$ cat src/rtl/sha256_msg_schedule.sv
// SHA-256 message schedule producer: loads one 512-bit block and streams W0..W(NUM_ROUNDS-1)
// through a 16-word sliding window, one word per accepted beat.
module sha256_msg_schedule #(
  parameter int NUM_ROUNDS = 64
) (
  input  logic         clk_i,
  input  logic         rst_ni,
  input  logic         in_valid_i,
  output logic         in_ready_o,
  input  logic [511:0] in_block_i,
  output logic         out_valid_o,
  input  logic         out_ready_i,
  output logic [31:0]  out_word_o,
  output logic [5:0]   out_idx_o,
  output logic         out_last_o,
  output logic         busy_o
);

  localparam logic [5:0] LAST_IDX = 6'(NUM_ROUNDS - 1);

  typedef enum logic {IDLE, RUN} state_e;

  state_e      state_q;
  logic [31:0] win_q [16];
  logic [5:0]  idx_q;
  logic        last_q;
  logic [31:0] w_new_d;

  function automatic logic [31:0] rotr(input logic [31:0] x, input int n);
    return (x >> n) | (x << (32 - n));
  endfunction

  function automatic logic [31:0] sig0(input logic [31:0] x);
    return rotr(x, 7) ^ rotr(x, 18) ^ (x >> 3);
  endfunction

  function automatic logic [31:0] sig1(input logic [31:0] x);
    return rotr(x, 17) ^ rotr(x, 19) ^ (x >> 10);
  endfunction

  assign w_new_d = sig1(win_q[14]) + win_q[9] + sig0(win_q[1]) + win_q[0];

  always_ff @(posedge clk_i or negedge rst_ni) begin
    if (!rst_ni) begin
      state_q <= IDLE;
      for (int i = 0; i < 16; i++) win_q[i] <= '0;
      idx_q   <= '0;
      last_q  <= 1'b0;
    end else begin
      case (state_q)
        IDLE: begin
          if (in_valid_i) begin
            for (int i = 0; i < 16; i++) win_q[i] <= in_block_i[511 - 32*i -: 32];
            idx_q   <= '0;
            last_q  <= 1'b0;
            state_q <= RUN;
          end
        end
        RUN: begin
          // The window and index only move on a beat, so out_word stays stable under backpressure.
          if (out_ready_i) begin
            for (int i = 0; i < 15; i++) win_q[i] <= win_q[i+1];
            win_q[15] <= w_new_d;
            if (idx_q == LAST_IDX) begin
              state_q <= IDLE;
              idx_q   <= '0;
              last_q  <= 1'b0;
            end else begin
              idx_q   <= idx_q + 6'd1;
              last_q  <= (idx_q + 6'd1) == LAST_IDX;
            end
          end
        end
        default: state_q <= IDLE;
      endcase
    end
  end

  assign in_ready_o  = (state_q == IDLE);
  assign out_valid_o = (state_q == RUN);
  assign busy_o      = (state_q == RUN);
  assign out_word_o  = win_q[0];
  assign out_idx_o   = idx_q;
  assign out_last_o  = last_q;

endmodule

$ cat config.mk
export PLATFORM = sky130hd
export DESIGN_NAME = sha256_msg_schedule
export DESIGN_NICKNAME = d
export VERILOG_FILES = /design/src/rtl/sha256_msg_schedule.sv
export SDC_FILE = /design/constraint.sdc
export NUM_CORES = 1
export LEC_CHECK = 0
export CAP_MARGIN = 10
export CORE_MARGIN = 1.5
export CORE_UTILIZATION = 50
export DETAILED_ROUTE_END_ITERATION = 12
export HOLD_SLACK_MARGIN = 0.03
export PLACE_DENSITY = 0.79
export SYNTH_ARGS = -nofsm -noshare
export SYNTH_HDL_FRONTEND = slang
export SYNTH_SLANG_ARGS = --single-unit
$ cat constraint.sdc
create_clock -name clk_i -period 10.9 [get_ports clk_i]
set_input_delay 1.635 -clock clk_i [delete_from_list [all_inputs] [get_ports clk_i]]
set_output_delay 1.635 -clock clk_i [all_outputs]
set_load 0.02 [all_outputs]
======== Yosys cells after proc, flatten, opt, wreduce, memory -nomap -nowiden ========
Cells that the tools add are included.
storage, ports and cells
  bits of input ports ..................... 516
  register bits ........................... 520
  word-level logic and storage cells ...... 52
cells by class
  reduce and logical (&&, ||, !) cells .... 1
  multiplexer cells ....................... 15
  add/sub/neg operators ................... 4
  eq/ne operators ......................... 4
  bitwise logic cells ..................... 9
operators with widths
  operator             count
  $mux 512             2
  $pmux 512 s2         1
  $add 32x32->32       3
  $xor 32x32->32       2
  $or 13x32->32        1
  $or 14x32->32        1
  $or 15x32->32        1
  $or 25x32->32        1
  $xor 32x22->32       1
  $xor 32x29->32       1
  $mux 6               3
  $eq 6x6->1 const B   2
  $pmux 6 s2           1
  $add 6x1->6 const B  1
  $mux 1               6
  $ne 2x2->1 const B   2
  $pmux 1 s2           2
  $reduce_and 2->1     1
  $not 1->1            1

======== Logic depth before layout (Yosys ltp) ========
Gate-level depths: netlist of run 1.
  depth after elaboration ................. 8
  gate-level depth with buffers ........... 16
  gate-level depth less buffers ........... 15

======== Worst setup path before layout of run 1 ========
OpenSTA, ideal clock, no wires.
  path kind ............................... reg2reg
  from .................................... register win_q[50] (netlist name)
  to ...................................... register win_q[27] (netlist name)
  buffers on the path ..................... 1
  data required time ...................... 10.806 ns
  path slack .............................. 6.813 ns
  arrival time ............................ 3.993 ns
  cell stages (with the launch flop) ...... 17
  cell sequence ........................... dfrtp_1 -> clkbuf_1 -> xor2_1 -> xnor2_1 -> fa_1 -> inv_1 -> fa_1 -> ha_1 -> fa_1 -> a211oi_2 -> o21ai_2 -> a21oi_2 -> o21ai_2 -> a21o_2 -> a311o_1 -> xnor2_1 -> a221oi_2
between the ends
  word-level cells in the longest chain between the ends .. 8
RTL lines
  item                              RTL line  text
  start, declared                   24        logic [31:0] win_q [16];
  $or 15x32->32                     30        return (x >> n) | (x << (32 - n));
  $xor 32x32->32                    38        return rotr(x, 17) ^ rotr(x, 19) ^ (x >> 10);
  $xor 32x22->32 (*)                38
  $add 32x32->32 (*) (3 in series)  41        assign w_new_d = sig1(win_q[14]) + win_q[9] + sig0(win_q[1]) + win_q[0];
  $mux 512 (*)                      61        if (out_ready_i) begin
  $pmux 512 s2 (*)                  50        case (state_q)
Every way passes the cells marked *; elsewhere a longest branch is shown, timed or not. The select of a mux whose other input is x is not followed.
A chain may end at the register's enable or synchronous reset.

======== Worst setup path in the final report of run 1 ========
  from .................................... input out_ready_i
  to ...................................... register win_q[363] (netlist name)
between the ends
  word-level cells in the longest chain between the ends .. 2
RTL lines
  item                               RTL line  text
  start, declared                    12        input logic out_ready_i,
  $ne 2x2->1 (no source line)        --
  $reduce_and 2->1 (no source line)  --
No other way between the ends.

==> metrics.md, run 1 <==
| Metric | Value |
|---|---|
| Initial cell density of the core | `0.507` |
| Reg2reg setup slack | `6.09 ns` |
| Chip width | `~240 um` |
| Area contributors post-synth | `dfrtp_1 45%, mux2i_1 17%, o21ai_0 8.9%, nand2_1 6.7%, fa_1 4.3%` |
| Relative slew slack | `0.213` |
| Routed vias | `22700` |
| Primary FF master, synth | `dfrtp_1` |
| P_leak | `~18 nW` |
| Post-synth EDFFs | `0` |
| Drt drc | `0` |
| Slowest-stage cell, CP | `clkdlybuf4s50_1` |
| Crit Path Category | `in -> reg` |
| Setup Buffers After CTS | `0` |
| Synth Instances | `around 2900` |
| Post-synth top cells | `520 x dfrtp_1, 513 x nand2_1, 508 x o21ai_0` |
| Syn Area/Cell | `approximately 10 um^2` |
| Worst Hold Launch | `win_q[440]` |
| Data required time at the worst endpoint | `11.32 ns` |
| Area leader, netlist | `dfrtp_1` |
| Worst-Skew Late Latency | `0.63 ns` |
| Area of the multi-input gates | `13900 um^2` |
| Final setup violation count | `0` |
| Arrival @ worst endpoint | `5.33 ns` |
| Cell Rows | `87` |
| CP max stage delay | `between 0.8 and 0.9 ns` |
| PostCTS Resize Cnt | `0` |
| Asr flop ratio synth | `1.00` |
| Filler cells | `4508` |
| Layout Cells excl Fill | `4066` |
| Final hold vios | `0` |
| Final ANT Viol Nets | `0` |
| Synthesized area | `around 29000 um^2` |
| Largest fanout on the critical path | `131` |
| Worst-case clock skew | `0.0217 ns` |
| Placed wire-length estimate | `roughly 74000 um` |
| Max Clk Rate | `approximately 200 MHz` |
| Starting DRC count in detailed routing | `1870` |
| Via density | `5.58` |
| CTS H-tree depth | `2` |
| Die Footprint | `58800 um^2` |
| Initial antenna violation count | `21` |
| Core area | `56500 um^2` |
| Final period util | `0.450` |
| Reg area | `13000 um^2` |
| PortBufs | `about 560` |
| Hold Crit Endpoint | `win_q[440]` |
| GRT Resource Usage Total | `0.326` |
| Top cell by count, worst path | `buf_4` |
| CTS max path bufs | `3` |
| Worst hold path depth | `2` |
| Share of layout cells above drive strength 1 | `0.0426` |
| Worst Setup End Kind | `register` |
| Final worst slack | `5.99 ns` |
| Die Ht | `between 200 and 250 um` |
| Clk pin slew, worst setup/hold paths | `0.06 ns` |
| DRT Pass-1 Iters | `6` |
| Setup TNS | `0 ns` |
| CTS Sinks | `520` |
| Worst setup SP type | `primary input` |
| Global route total overflow | `0` |
| Max VDD drop | `284 uV` |
| Pwr/cell area | `~320 nW/um^2` |
| Yosys top cell area share | `0.454` |
| I/O Pins | `558` |
| Inserted Clock Buffers | `between 50 and 60` |
| Pre-CTS WS | `5.45 ns` |
| Hold_ws | `0.477 ns` |
| Syn Nets | `~3500` |
| Max Cap Viol | `0` |
| Placed insts | `just under 4000` |
| Cts hold-fix bufs | `0` |
| TritonCTS clock tree | `built` |
| Average wire per standard cell | `23.8 um` |
| Count leader, synth | `dfrtp_1` |
| Largest net degree at the start of global routing | `299` |
| First-pass GRT wire length | `143000 um` |
| Synth warn | `0` |
| CP cell instances | `clkdlybuf4s50_1 -> and2_1 -> nor2_4 -> buf_4 -> buf_4 -> o21ai_0` |
| Fin nets | `3863` |
| FF-to-FF Start | `win_q[50]` |
| Netlist cell types | `73` |
| Final min period | `4.91 ns` |
| Clock Tree Root | `clkbuf_16` |
| Worst hold path type | `reg -> reg` |
| Seq/Total Area, Yosys | `0.454` |
| Final Max Slew Viols | `0` |
| Outcome | `complete, no violations` |
| Final wirelength | `96800 um` |
| RSZ-0062 raised after global routing | `no` |
| Synth Register Bits | `520` |
| Area Overhead vs Synth | `25.6%` |
| Placer's final routability congestion estimate | `approximately 0.94` |
| R2r worst-path depth | `15` |
| R2R Path End | `win_q[27]` |
| Worst-Margin Slew | `around 1.2 ns` |
| Vias in the first global route | `22700` |
power breakdown:
part           internal [mW]  switching [mW]  total (mW)
Sequential              2.44           0.574        3.01
Clock                   1.10           0.803        1.91
Combinational           2.56            4.00        6.57
Total                   6.10            5.38        11.5
how the worst max path moves through the flow:
stage | start | slack (ns) | end | depth (start not counted)
final | out_ready_i | 5.99 | win_q[363] | 6
after global routing | in_valid_i | 5.73 | win_q[404] | 6
after CTS | win_q[50] | 6.08 | win_q[27] | 15
after detailed placement | in_valid_i | 5.45 | win_q[363] | 6
after global placement | in_valid_i | 5.60 | win_q[363] | 6
after floorplan | win_q[50] | 6.81 | win_q[27] | 16
kinds of logic (layout without fill, tap and decap cells):
logic type,Yosys count,count (layout),share of synthesized area
flops,520,520,0.454
simple gates,594,594,0.0828
buf+inv,392,797,0.0615
compound gates,639,639,0.125
other cells,0,20,0
mux,498,498,0.174
xor+xnor,147,147,0.0449
fa+ha+maj,95,95,0.0577
registers in the layout (all words and copies together), names as in the netlist:
signal	cells
win_q	480
out_word_o	32
busy_o	1
out_idx_o	6
out_last_o	1
cell usage in the layout, fill, tap and decap left out, types with 14 or more instances in the layout:
master,Yosys,layout
clkdlybuf4s50_1,0,556
dfrtp_1,520,519
nand2_1,513,513
o21ai_0,508,508
mux2i_1,498,498
inv_1,129,129
xnor2_1,90,90
fa_1,62,62
xor2_1,57,57
clkbuf_16,0,56
a21oi_1,33,33
ha_1,33,33
nor2_1,30,29
diode_2,0,20
nor2b_1,17,17
a211oi_1,16,16
a21o_1,15,15
clkbuf_8,7,14
worst max-delay path: cells and delay by family:
kind | cells | cell delay (ns)
buf+inv | 3 | 2.29
simple gates | 2 | 0.99
compound gates | 1 | 0.29
layout make-up:
| type | instances | area share |
|---|---|---|
| diodes | 20 | 0.00139 |
| flip-flops and latches | 520 | 0.362 |
| clock inverters | 18 | 0.00567 |
| repair buffers | 573 | 0.161 |
| inverters | 129 | 0.0135 |
| multi-input cells | 1973 | 0.386 |
| clock buffers | 77 | 0.0450 |
| well taps | 756 | 0.0263 |
metal layers:
layer | wire [um] | vias up | GRT usage
li1 | - | 10400 | -
met1 | 41000 | 11200 | 0.446
met2 | 45900 | 876 | 0.524
met3 | 6860 | 154 | 0.0563
met4 | 3040 | 6 | 0.113
met5 | 39 | - | 0
stage by stage:
stage	instance area [um^2]	util	power [mW]
final	36000	0.637	11.5
after global routing	36000	0.637	12.2
after CTS	35900	0.636	11.4
after detailed placement	34100	0.604	9.48
after global placement	34100	0.604	9.40
after floorplan	28700	-	7.29
Power figures use the tool's default switching activity.
==> run 2: changes to the inputs <==
Clock period 10.9 ns to 5 ns, I/O delays scaled along.
==> metrics.md, run 2 (synthesis results as in run 1) <==
| Metric | Value |
|---|---|
| Reg area | `13000 um^2 (unchanged)` |
| Relative slew slack | `0.322 (+0.109)` |
| CP max stage delay | `0.52 ns (-0.37 ns)` |
| Layout Cells excl Fill | `4098 (+0.79%)` |
| Max Clk Rate | `224 MHz` |
| Commonest non-fill, non-tap cell in the layout | `clkdlybuf4s50_1` |
| Largest register FFs | `480 (unchanged)` |
| Final min period | `4.46 ns` |
| Arrival @ worst endpoint | `4.96 ns (-0.37 ns)` |
| CTS H-tree depth | `2 (unchanged)` |
| Vias in the first global route | `23200 (+2.5%)` |
| Worst Setup End Kind | `register` |
| CTS Sinks | `520 (unchanged)` |
| Largest fanout on the critical path | `5 (-96%)` |
| Cts hold-fix bufs | `0 (unchanged)` |
| GRT Resource Usage Total | `0.334 (+0.00808)` |
| Area Overhead vs Synth | `27.1%` |
| CP cell instances | `xor2_1 -> xnor2_1 -> fa_1 -> inv_1 -> fa_1 -> ha_1 -> fa_1 -> a211oi_2 -> o21ai_2 -> a21oi_2 -> o21ai_2 -> a21o_2 -> a311o_1 -> xnor2_1 -> a221oi_2` |
| PortBufs | `557 (unchanged)` |
| Hold_ws | `0.208 ns (-0.269 ns)` |
| Crit Path Category | `reg -> reg` |
| Routed vias | `22800 (+0.40%)` |
| Drt drc | `0 (unchanged)` |
| RSZ-0062 raised after global routing | `no` |
| Via density | `5.56 (-0.38%)` |
| TritonCTS clock tree | `built` |
| Clk pin slew, worst setup/hold paths | `0.06 ns (about the same)` |
| Final period util | `0.892` |
| Pwr/cell area | `689 nW/um^2 (+120%)` |
| P_leak | `18.6 nW (+1.2%)` |
| Final worst slack | `0.540 ns (-5.45 ns)` |
| Max VDD drop | `590 uV (+110%)` |
| Core area | `56500 um^2 (unchanged)` |
| Share of layout cells above drive strength 1 | `0.0500 (+0.00749)` |
| Total power | `25.1 mW (+120%)` |
| Final setup violation count | `0 (unchanged)` |
| Worst-case clock skew | `0.0470 ns (+0.0253 ns)` |
| Final Max Slew Viols | `0 (unchanged)` |
| Setup TNS | `0 ns (unchanged)` |
| Die Ht | `242 um (unchanged)` |
| Area of the multi-input gates | `13900 um^2 (unchanged)` |
| Placed wire-length estimate | `77200 um (+4.3%)` |
| Average wire per standard cell | `24.1 um (+1.2%)` |
| Top cell by count, worst path | `fa_1` |
| Worst-Margin Slew | `1.02 ns (-0.163 ns)` |
| Starting DRC count in detailed routing | `1712 (-8.4%)` |
| Placed insts | `3969 (+0.46%)` |
| Inserted Clock Buffers | `56 (+1.8%)` |
| Worst-Skew Late Latency | `0.63 ns (about the same)` |
| Clock Tree Root | `clkbuf_16` |
| Outcome | `complete, no violations` |
| Final hold vios | `0 (unchanged)` |
| Filler cells | `4546 (+0.84%)` |
| Max Cap Viol | `0 (unchanged)` |
| Data required time at the worst endpoint | `5.50 ns (-5.82 ns)` |
| Global route total overflow | `0 (unchanged)` |
| Worst hold path type | `in -> async` |
| Most frequent cells in the layout | `556 x clkdlybuf4s50_1, 519 x dfrtp_1, 513 x nand2_1` |
| First-pass GRT wire length | `146000 um (+2.7%)` |
| Largest net degree at the start of global routing | `207 (-31%)` |
| Worst setup SP type | `register` |
| Die Footprint | `58800 um^2 (unchanged)` |
| I/O Pins | `558 (unchanged)` |
| Initial antenna violation count | `34 (+62%)` |
| PostCTS Resize Cnt | `0 (unchanged)` |
| Final wirelength | `98700 um (+2.0%)` |
| CTS max path bufs | `3 (unchanged)` |
| DRT Pass-1 Iters | `6 (unchanged)` |
| Slowest-stage cell, CP | `dfrtp_1` |
| Pre-CTS WS | `0.600 ns (-4.85 ns)` |
| Final ANT Viol Nets | `0 (unchanged)` |
| Cell Rows | `87 (unchanged)` |
| Largest Register | `win_q` |
| Setup Buffers After CTS | `0 (unchanged)` |
| Chip width | `242 um (unchanged)` |
| Fin nets | `3882 (+0.49%)` |
| Initial cell density of the core | `0.507 (unchanged)` |
| Placer's final routability congestion estimate | `0.980 (+4.2%)` |
run 2: cell types whose count changed in the layout (fill, tap and decap cells not counted):
cell,change
buf_12,+5
clkinv_2,+1
clkbuf_8,+1
clkbuf_1,+1
clkinv_4,-1
diode_2,+5
bufinv_16,+7
buf_4,+13
run 2: path summary, 6_finish.rpt:
kind,startpoint,to,slack [ns],cells after the start
worst max-delay path,win_q[43],win_q[27],0.54,15
worst min-delay path,rst_ni,win_q[287],0.21,1
worst max register to register,win_q[43],win_q[27],0.54,15
worst min register to register,win_q[138],win_q[138],0.48,2
max in group asynchronous,rst_ni,win_q[228],3.65,2
min in group clk_i,win_q[138],win_q[138],0.48,2
run 2: area by class of cell:
class / count / area share
repair buffers: 591 / 0.164
diodes: 25 / 0.00172
clock inverters: 25 / 0.0113
inverters: 129 / 0.0133
multi-input cells: 1973 / 0.381
flip-flops and latches: 520 / 0.357
clock buffers: 79 / 0.0450
well taps: 756 / 0.0260
run 2: worst max-delay path: cells and delay by family, from the launching register on:
| kind | cells | cell delay (ns) |
|---|---|---|
| fa+ha+maj | 4 | 1.57 |
| compound gates | 7 | 1.68 |
| buf+inv | 1 | 0.09 |
| flops | 1 | 0.52 |
| xor+xnor | 3 | 0.51 |
run 2: metal layers:
layer,wire length [um],GRT usage,share of wire,vias to the layer above
met5,117,0,0.0012,-
met4,3260,0.120,0.033,18
met3,6890,0.0648,0.070,192
met2,47400,0.544,0.48,836
met1,41100,0.444,0.42,11200
li1,-,-,-,10500
run 2: stage by stage:
stage	util	instance area, um^2
2_1_floorplan	-	28700
3_3_place_gp	0.607	34300
3_5_place_dp	0.607	34300
4_1_cts	0.643	36400
5_1_grt	0.644	36400
6_report	0.645	36400
run 2: report_power, final:
| part | internal (mW) | switching [mW] |
|---|---|---|
| Combinational | 5.59 | 8.48 |
| Clock | 2.80 | 1.78 |
| Sequential | 5.32 | 1.11 |
